[src/rtl/mem_copy_pkg.sv]
// mem_copy_pkg: shared state encoding and default widths for mem_copy_engine
package mem_copy_pkg;
   localparam int W_DEF = 8;
   localparam int A_DEF = 8;
   typedef enum logic [1:0] {IDLE, READ, WRITE, DONE} state_t;
endpackage

[src/rtl/mem_copy_engine.sv]
// mem_copy_engine: byte-at-a-time memory copy initiator (READ then WRITE per byte); define MEMCPY_CHECKSUM_EN to add a Checksum output
module mem_copy_engine
   import mem_copy_pkg::*;
#(
   parameter int W = W_DEF,
   parameter int A = A_DEF
) (
   input  logic         Clk,
   input  logic         Reset,
   input  logic         Start,
   input  logic [A-1:0] SrcAddr,
   input  logic [A-1:0] DstAddr,
   input  logic [A-1:0] Len,
   output logic         Busy,
   output logic         Done,
   output logic [A-1:0] DataAddress,
   output logic         WriteEn,
   output logic [W-1:0] DataIn,
   input  logic [W-1:0] DataOut
`ifdef MEMCPY_CHECKSUM_EN
   ,
   output logic [W-1:0] Checksum
`endif
);
   state_t state;
   logic [A-1:0] src, dst, cnt;
   logic [W-1:0] hold;
   // sequencer and pointer/count datapath; pointers wrap naturally modulo 2**A
   always_ff @(posedge Clk) begin
      if (Reset) begin
         state <= IDLE;
         src   <= '0;
         dst   <= '0;
         cnt   <= '0;
         hold  <= '0;
      end else begin
         case (state)
            IDLE: if (Start) begin
               if (Len != '0) begin
                  src   <= SrcAddr;
                  dst   <= DstAddr;
                  cnt   <= Len;
                  state <= READ;
               end else
                  state <= DONE;
            end
            READ: begin
               hold  <= DataOut;
               src   <= src + 1'b1;
               state <= WRITE;
            end
            WRITE: begin
               dst   <= dst + 1'b1;
               cnt   <= cnt - 1'b1;
               state <= (cnt == A'(1)) ? DONE : READ;
            end
            default: state <= IDLE;
         endcase
      end
   end
   // memory-side outputs decoded from state; write is masked on the reset edge
   always_comb begin
      Busy        = (state == READ) || (state == WRITE);
      Done        = state == DONE;
      WriteEn     = (state == WRITE) && !Reset;
      DataAddress = (state == READ) ? src : (state == WRITE) ? dst : '0;
      DataIn      = (state == WRITE) ? hold : '0;
   end
`ifdef MEMCPY_CHECKSUM_EN
   // running sum of every byte written, restarted on each accepted Start
   always_ff @(posedge Clk) begin
      if (Reset || (state == IDLE && Start))
         Checksum <= '0;
      else if (state == WRITE)
         Checksum <= Checksum + hold;
   end
`endif
endmodule

[config.mk]
export PLATFORM = sky130hd
export DESIGN_NAME = mem_copy_engine
export DESIGN_NICKNAME = d
export VERILOG_FILES = /design/src/rtl/mem_copy_pkg.sv /design/src/rtl/mem_copy_engine.sv
export SDC_FILE = /design/constraint.sdc
export NUM_CORES = 1
export LEC_CHECK = 0
export BUFFER_PORTS_ARGS = -buffer_cell sky130_fd_sc_hd__buf_2
export CORE_MARGIN = 5
export CORE_UTILIZATION = 54
export CTS_BUF_LIST = sky130_fd_sc_hd__clkbuf_4 sky130_fd_sc_hd__clkbuf_8 sky130_fd_sc_hd__clkbuf_16
export DETAILED_ROUTE_END_ITERATION = 8
export PLACE_DENSITY = 0.8
export SLEW_MARGIN = 25
export SYNTH_ARGS = -nofsm -noshare
export SYNTH_HDL_FRONTEND = slang
export SYNTH_SLANG_ARGS = --single-unit
[constraint.sdc]
create_clock -name Clk -period 2.04 [get_ports Clk]
set_clock_uncertainty 0.2 [all_clocks]
set_input_delay 0.408 -clock Clk [delete_from_list [all_inputs] [get_ports Clk]]
set_output_delay 0.408 -clock Clk [all_outputs]
set_load 0.01 [all_outputs]
==> results of run 1 <==
-- logic make-up after synthesis --
kind of cell | Yosys count | share of synthesized area [%]
simple gates | 107 | 24.7
compound gates | 89 | 26.5
flops | 34 | 30.4
buf+inv | 27 | 8.05
mux | 13 | 5.87
fa+ha+maj | 8 | 4.47
-- area by class of cell --
class | count | area (sq um)
clock buffer | 6 | 82.6
inverter | 10 | 42.5
fill | 305 | 1110
sequential | 34 | 688
clock inverter | 2 | 60.1
multi-input combinational | 218 | 1450
timing repair buffer | 72 | 512
tap | 50 | 62.6
-- critical path, stage by stage, from the launching register on --
cell and delay, ns:
dfxtp_4 0.39, inv_4 0.05, ha_4 0.18, buf_8 0.14, o31ai_4 0.19, buf_2 0.16
-- metal layers --
layer,share of wire (%),wire (um)
met5,0,0
met4,3.7,230
met3,8.4,532
met2,48,3020
met1,40,2520
-- synthesized netlist by cell type (3+ instances only) --
library cell / number / area (sq um)
and3_1: 3 / 18.8
ha_1: 8 / 100
dfxtp_1: 34 / 681
o21ai_2: 3 / 26.3
buf_2: 4 / 20.0
nor2_1: 23 / 86.3
and2_1: 9 / 56.3
clkbuf_1: 4 / 15.0
nor3_1: 6 / 30.0
mux2i_1: 12 / 120
o21ai_0: 27 / 135
o21a_1: 4 / 30.0
nor2b_1: 9 / 56.3
o2bb2ai_1: 4 / 35.0
a21oi_1: 27 / 135
inv_1: 9 / 33.8
a21oi_2: 3 / 26.3
nor4_1: 5 / 31.3
buf_6: 5 / 56.3
nand2_1: 33 / 124
a211oi_1: 3 / 22.5
o32ai_1: 5 / 43.8
nand3_1: 6 / 30.0
-- metrics by stage --
stage,TNS (ns),instances,hold WS (ns),utilization [%]
finish,0,392,0.141,72.3
global route,-0.0552,392,0.157,72.3
CTS,0,389,0.149,70.1
detailed placement,0,378,0.272,63.8
global placement,0,378,0.263,63.8
floorplan,-0.0276,278,0.252,-
-- power groups by stage --
stage               combinational, mW  sequential [mW]  clock [mW]
detailed placement              0.717            0.862           0
global placement                0.703            0.857           0
global route                    0.946            0.876       0.814
CTS                             0.792            0.854       0.788
finish                          0.863            0.862       0.787
floorplan                       0.558            0.830           0
-- layout by cell type, fill, tap and decap left out, drive strengths merged, types with 3 or more instances in the layout --
cell,count
a21oi,30
o21ai,30
mux2i,12
nor3,7
o21a,4
nor4,6
nor2b,9
and2,9
nand2,33
and3,3
a211oi,4
ha,8
a31o,3
buf,69
dfxtp,34
o32ai,5
nand3,6
o2bb2ai,4
inv,9
clkbuf,7
nor2,23
-- registers in the layout, summed over array words and instances, names as in the netlist --
register  count
hold          8
src           8
state         2
cnt           8
dst           8
-- final timing paths --
check | slack [ns] | endpoint | cells past startpoint
worst min register to register | 0.29 | hold[3] | 2
worst max register to register | 0.08 | state[1] | 7
worst max-delay path | 0.03 | DataAddress[0] | 5
worst min-delay path | 0.14 | hold[1] | 3
-- repair_timing --
item	4_1_cts	5_1_grt
cloned	2	2
gates resized for setup	13	18
hold endpoints to repair	0	0
buffers inserted	1	2
pin swaps	0	2
setup endpoints to repair	18	28
==> out/metrics.yaml, run 1 <==
overflow: 0
crit_fanout: 5
switching_share_pct: 32.7
num_vias: 2313
place.gp.congestion: 0.852
grt_pass1_wl_um: 10100
nets: 384
area_delta_synth_final_pct: 29.4
synth_edf_count: 0
drt-pass1-iter-count: 4
ioPinCount: 54
drive_above_1_share_pct: 33.0
switchingPower_mw: 0.821
syn_inst: 278
totalWireLength_um: 6300
maxSlewViolCount: 0
dp_worst_setup_slack_ns: 0.0259
routedWlPerCell_um: 16.1
grt_use_met3_pct: 7.30
setup.worst_path.end_class: "output pin"
cts_root_buf: "clkbuf_8"
critPathRequiredTime_ns: 1.43
die_width_um: 74.4
period_minus_slack_ns: 2.01
vias_per_cell: 5.90
power.density_nw_per_um2: 868
startpoint: "state[1]"
grt_usage_pct: 23.4
p_total_mw: 2.51
fin_ws_ns: 0.0349
clk_latency_ns: 0.29
clkPwrFrac_pct: 31.3
drt-initial-drc-count: 240
critical_path_class: "flop to output pin"
antenna_left: 0
yosys_warnings: 0
gr-usage-met1_pct: 28.6
syn_nets: 321
ys_ff_latch: 34
seqPwrFrac_pct: 34.3
clock_sinks: 34
synth_top_flop_cell: "dfxtp_1"
cp.arrival_ns: 1.40
fmax_mhz: 499
holdBufCountCts: 0
cts_tree: "built"
maxCapViolations: 0
dpl_cell_area_sq_um: 2550
min-delay-start: "DataOut[1]"
die_area_sq_um: 5530
comb_power_share_pct: 34.4
internal_power_mw: 1.69
drcViolationCount: 0
final_hold_viol_count: 0
io_buffer_count: 53
seq_area_frac_synth_pct: 30.4
placementRows: 23
numCtsBuffers: 5
setup_viol: 0
place_hpwl_um: 4110
synth_cell_type_count: 47
fin_crit_sh_pct: 98.3
tightest_slew_ns: 0.444
maxSlewHeadroom_pct: 70.2
hold_path_class: "input pin to flop"
start_util_pct: 55.9
leakagePower_nw: 1.18
finalInstanceArea_sq_um: 2890
clk_pin_slew_ns: 0.08
busiest_layer: "met2"
die_h_um: 74.4
reg2reg_from: "state[0]"
start_kind: "flop"
peakVddDrop_uv: 478
grt_max_degree: 21
synthArstFlopShare_pct: 0
antenna-diode-count: 0
grt_setup_unrepaired: "true"
status: "finished clean"
cts_buffer_depth: 2
antenna_found_initial: 0
grt_pass1_vias: 2202
grt_util_met2_pct: 38.0
htree_levels: 2
core-area_sq_um: 4000
avgSynthCellArea_sq_um: 8.05
synth_area_sq_um: 2240
No activity file was read; power rests on OpenSTA's default activity.
==> run 2, diff against run 1 <==
clock period = 2.27 ns   (was 2.04 ns; I/O delays follow)
==> run 2 against run 1 <==
Compared with the run above:
- power shrank 16%
- global-route usage decreased by 2.0 points
- critical path depth up 1
- sequential power decreased by 12%
- die area unchanged
- combinational power decreased by 25%
==> out/metrics.yaml, run 2 (same netlist as run 1, synthesis figures left out) <==
fin_ws_ns: 0.0401  # was 0.0349 ns
area_delta_synth_final_pct: 19.9  # was 29.4%
dp_worst_setup_slack_ns: 0.187  # was 0.0259 ns
die_area_sq_um: 5530  # unchanged
maxCapViolations: 0  # unchanged
clk_pin_slew_ns: 0.07  # was 0.08 ns
totalNegativeSetupSlack_ns: 0  # unchanged
ioPinCount: 54  # unchanged
crit_slowest_cell: "dfxtp_1"  # was dfxtp_4
period_minus_slack_ns: 2.23
antenna_found_initial: 0  # unchanged
numCtsBuffers: 5  # unchanged
io_buffer_count: 53  # unchanged
peakVddDrop_uv: 437  # was 478 uV
routedWlPerCell_um: 15.1  # was 16.1 um
overflow: 0  # unchanged
start_util_pct: 55.9  # unchanged
start_kind: "flop"  # unchanged
cts_root_buf: "clkbuf_8"  # unchanged
fmax_mhz: 448
hold_path_class: "input pin to flop"  # unchanged
power.density_nw_per_um2: 789  # was 868 nW/um^2
nFillCells: 341  # was 305
grt_setup_unrepaired: "true"  # unchanged
dpl_cell_area_sq_um: 2500  # was 2550 sq um
drt-pass1-iter-count: 4  # unchanged
mostFrequentLayoutCells: "buf_2 (53), dfxtp_1 (34), nand2_1 (33)"  # was buf_2 (53), nand2_1 (32), dfxtp_1 (32)
die_width_um: 74.4  # unchanged
critical_path_class: "flop to output pin"  # unchanged
grt_usage_pct: 21.4  # was 23.4%
cpPeakStageDelay_ns: 0.34  # was 0.39 ns
fin_crit_sh_pct: 98.2
status: "finished clean"  # unchanged
cts_tree: "built"  # unchanged
totalWireLength_um: 5780  # was 6300 um
cts_buffer_depth: 2  # unchanged
place_hpwl_um: 4090  # was 4110 um
cp.arrival_ns: 1.58  # was 1.40 ns
clock_sinks: 34  # unchanged
final_hold_viol_count: 0  # unchanged
path_buf_inv: 3  # unchanged
setup.worst_path.end_class: "output pin"  # unchanged
final_common_cell: "buf_2"  # unchanged
maxSlewViolCount: 0  # unchanged
placementRows: 23  # unchanged
p_total_mw: 2.12  # was 2.51 mW
grt_pass1_vias: 2049  # was 2,202
cpLargestDelayFamily: "buffers and inverters"  # was flip-flops
die_h_um: 74.4  # unchanged
place.gp.congestion: 0.843  # was 0.852
num_vias: 2213  # was 2,313
setup_viol: 0  # unchanged
critPathRequiredTime_ns: 1.62  # was 1.43 ns
worst_hold_slack_ns: 0.179  # was 0.141 ns
crit_fanout: 22  # was 5
maxSlewHeadroom_pct: 64.0  # was 70.2%
htree_levels: 2  # unchanged
vias_per_cell: 5.79  # was 5.90
drcViolationCount: 0  # unchanged
core-area_sq_um: 4000  # unchanged
leakagePower_nw: 1.09  # was 1.18 nW
drive_above_1_share_pct: 27.7  # was 33.0%
grt_max_degree: 30  # was 21
antenna_left: 0  # unchanged
nets: 374  # was 384
grt_pass1_wl_um: 9250  # was 10,100 um
antenna-diode-count: 0  # unchanged
finalInstanceArea_sq_um: 2680  # was 2890 sq um
clk_latency_ns: 0.29  # about the same
holdBufCountCts: 0  # unchanged
drt-initial-drc-count: 178  # was 240
path_cells: "inv_1 > ha_2 > buf_8 > nand2_1 > o21ai_1 > buf_2"  # was inv_4 > ha_4 > buf_8 > o31ai_4 > buf_2
tightest_slew_ns: 0.537  # was 0.444 ns
## run 2: changes by cell type in the layout (fill, tap and decap cells not counted), moves of 2 or more
cell	previous run	this run
o21ai_0	20	26
buf_4	12	7
o21ai_1	5	1
inv_1	6	9
bufbuf_16	2	0
dfxtp_1	32	34
dfxtp_4	2	0
ha_4	2	0
inv_4	2	0
o21ai_2	5	3
## run 2: final timing paths
check	from	to	slack, ns	depth (start not counted)
worst max-delay path	state[0]	DataAddress[1]	0.04	6
worst min register to register	cnt[6]	cnt[6]	0.29	2
worst min-delay path	Reset	dst[1]	0.18	2
worst max register to register	state[0]	dst[0]	0.21	6
## run 2: repair_timing
item                       CTS  global route
setup endpoints to repair    1             8
buffers inserted             0             1
gates resized for setup      5             3
## run 2: metrics by stage
| step | util (%) | std cells |
|---|---|---|
| after floorplan | - | 278 |
| after global placement | 62.6 | 373 |
| after detailed placement | 62.6 | 373 |
| after CTS | 66.4 | 381 |
| after global routing | 67.1 | 382 |
| final | 67.1 | 382 |
## run 2: cell type report
class	count	area (sq um)	area share, %
multi-input combinational	217	1400	52.0
sequential	34	681	25.4
timing repair buffer	63	364	13.6
clock buffer	6	82.6	3.08
tap	50	62.6	2.33
clock inverter	2	60.1	2.24
inverter	10	37.5	1.40
## run 2: power by group
part / leakage, nW / internal, mW / switching (mW)
clock: 0.0714 / 0.469 / 0.238
sequential: 0.279 / 0.675 / 0.0842
combinational: 0.737 / 0.284 / 0.366
## run 2: metal layers
metal  global-route usage, %  routed length [um]
met1                    27.8                2490
met2                    34.9                2860
met3                    5.27                 344
met4                    6.52                  91
met5                       0                   0
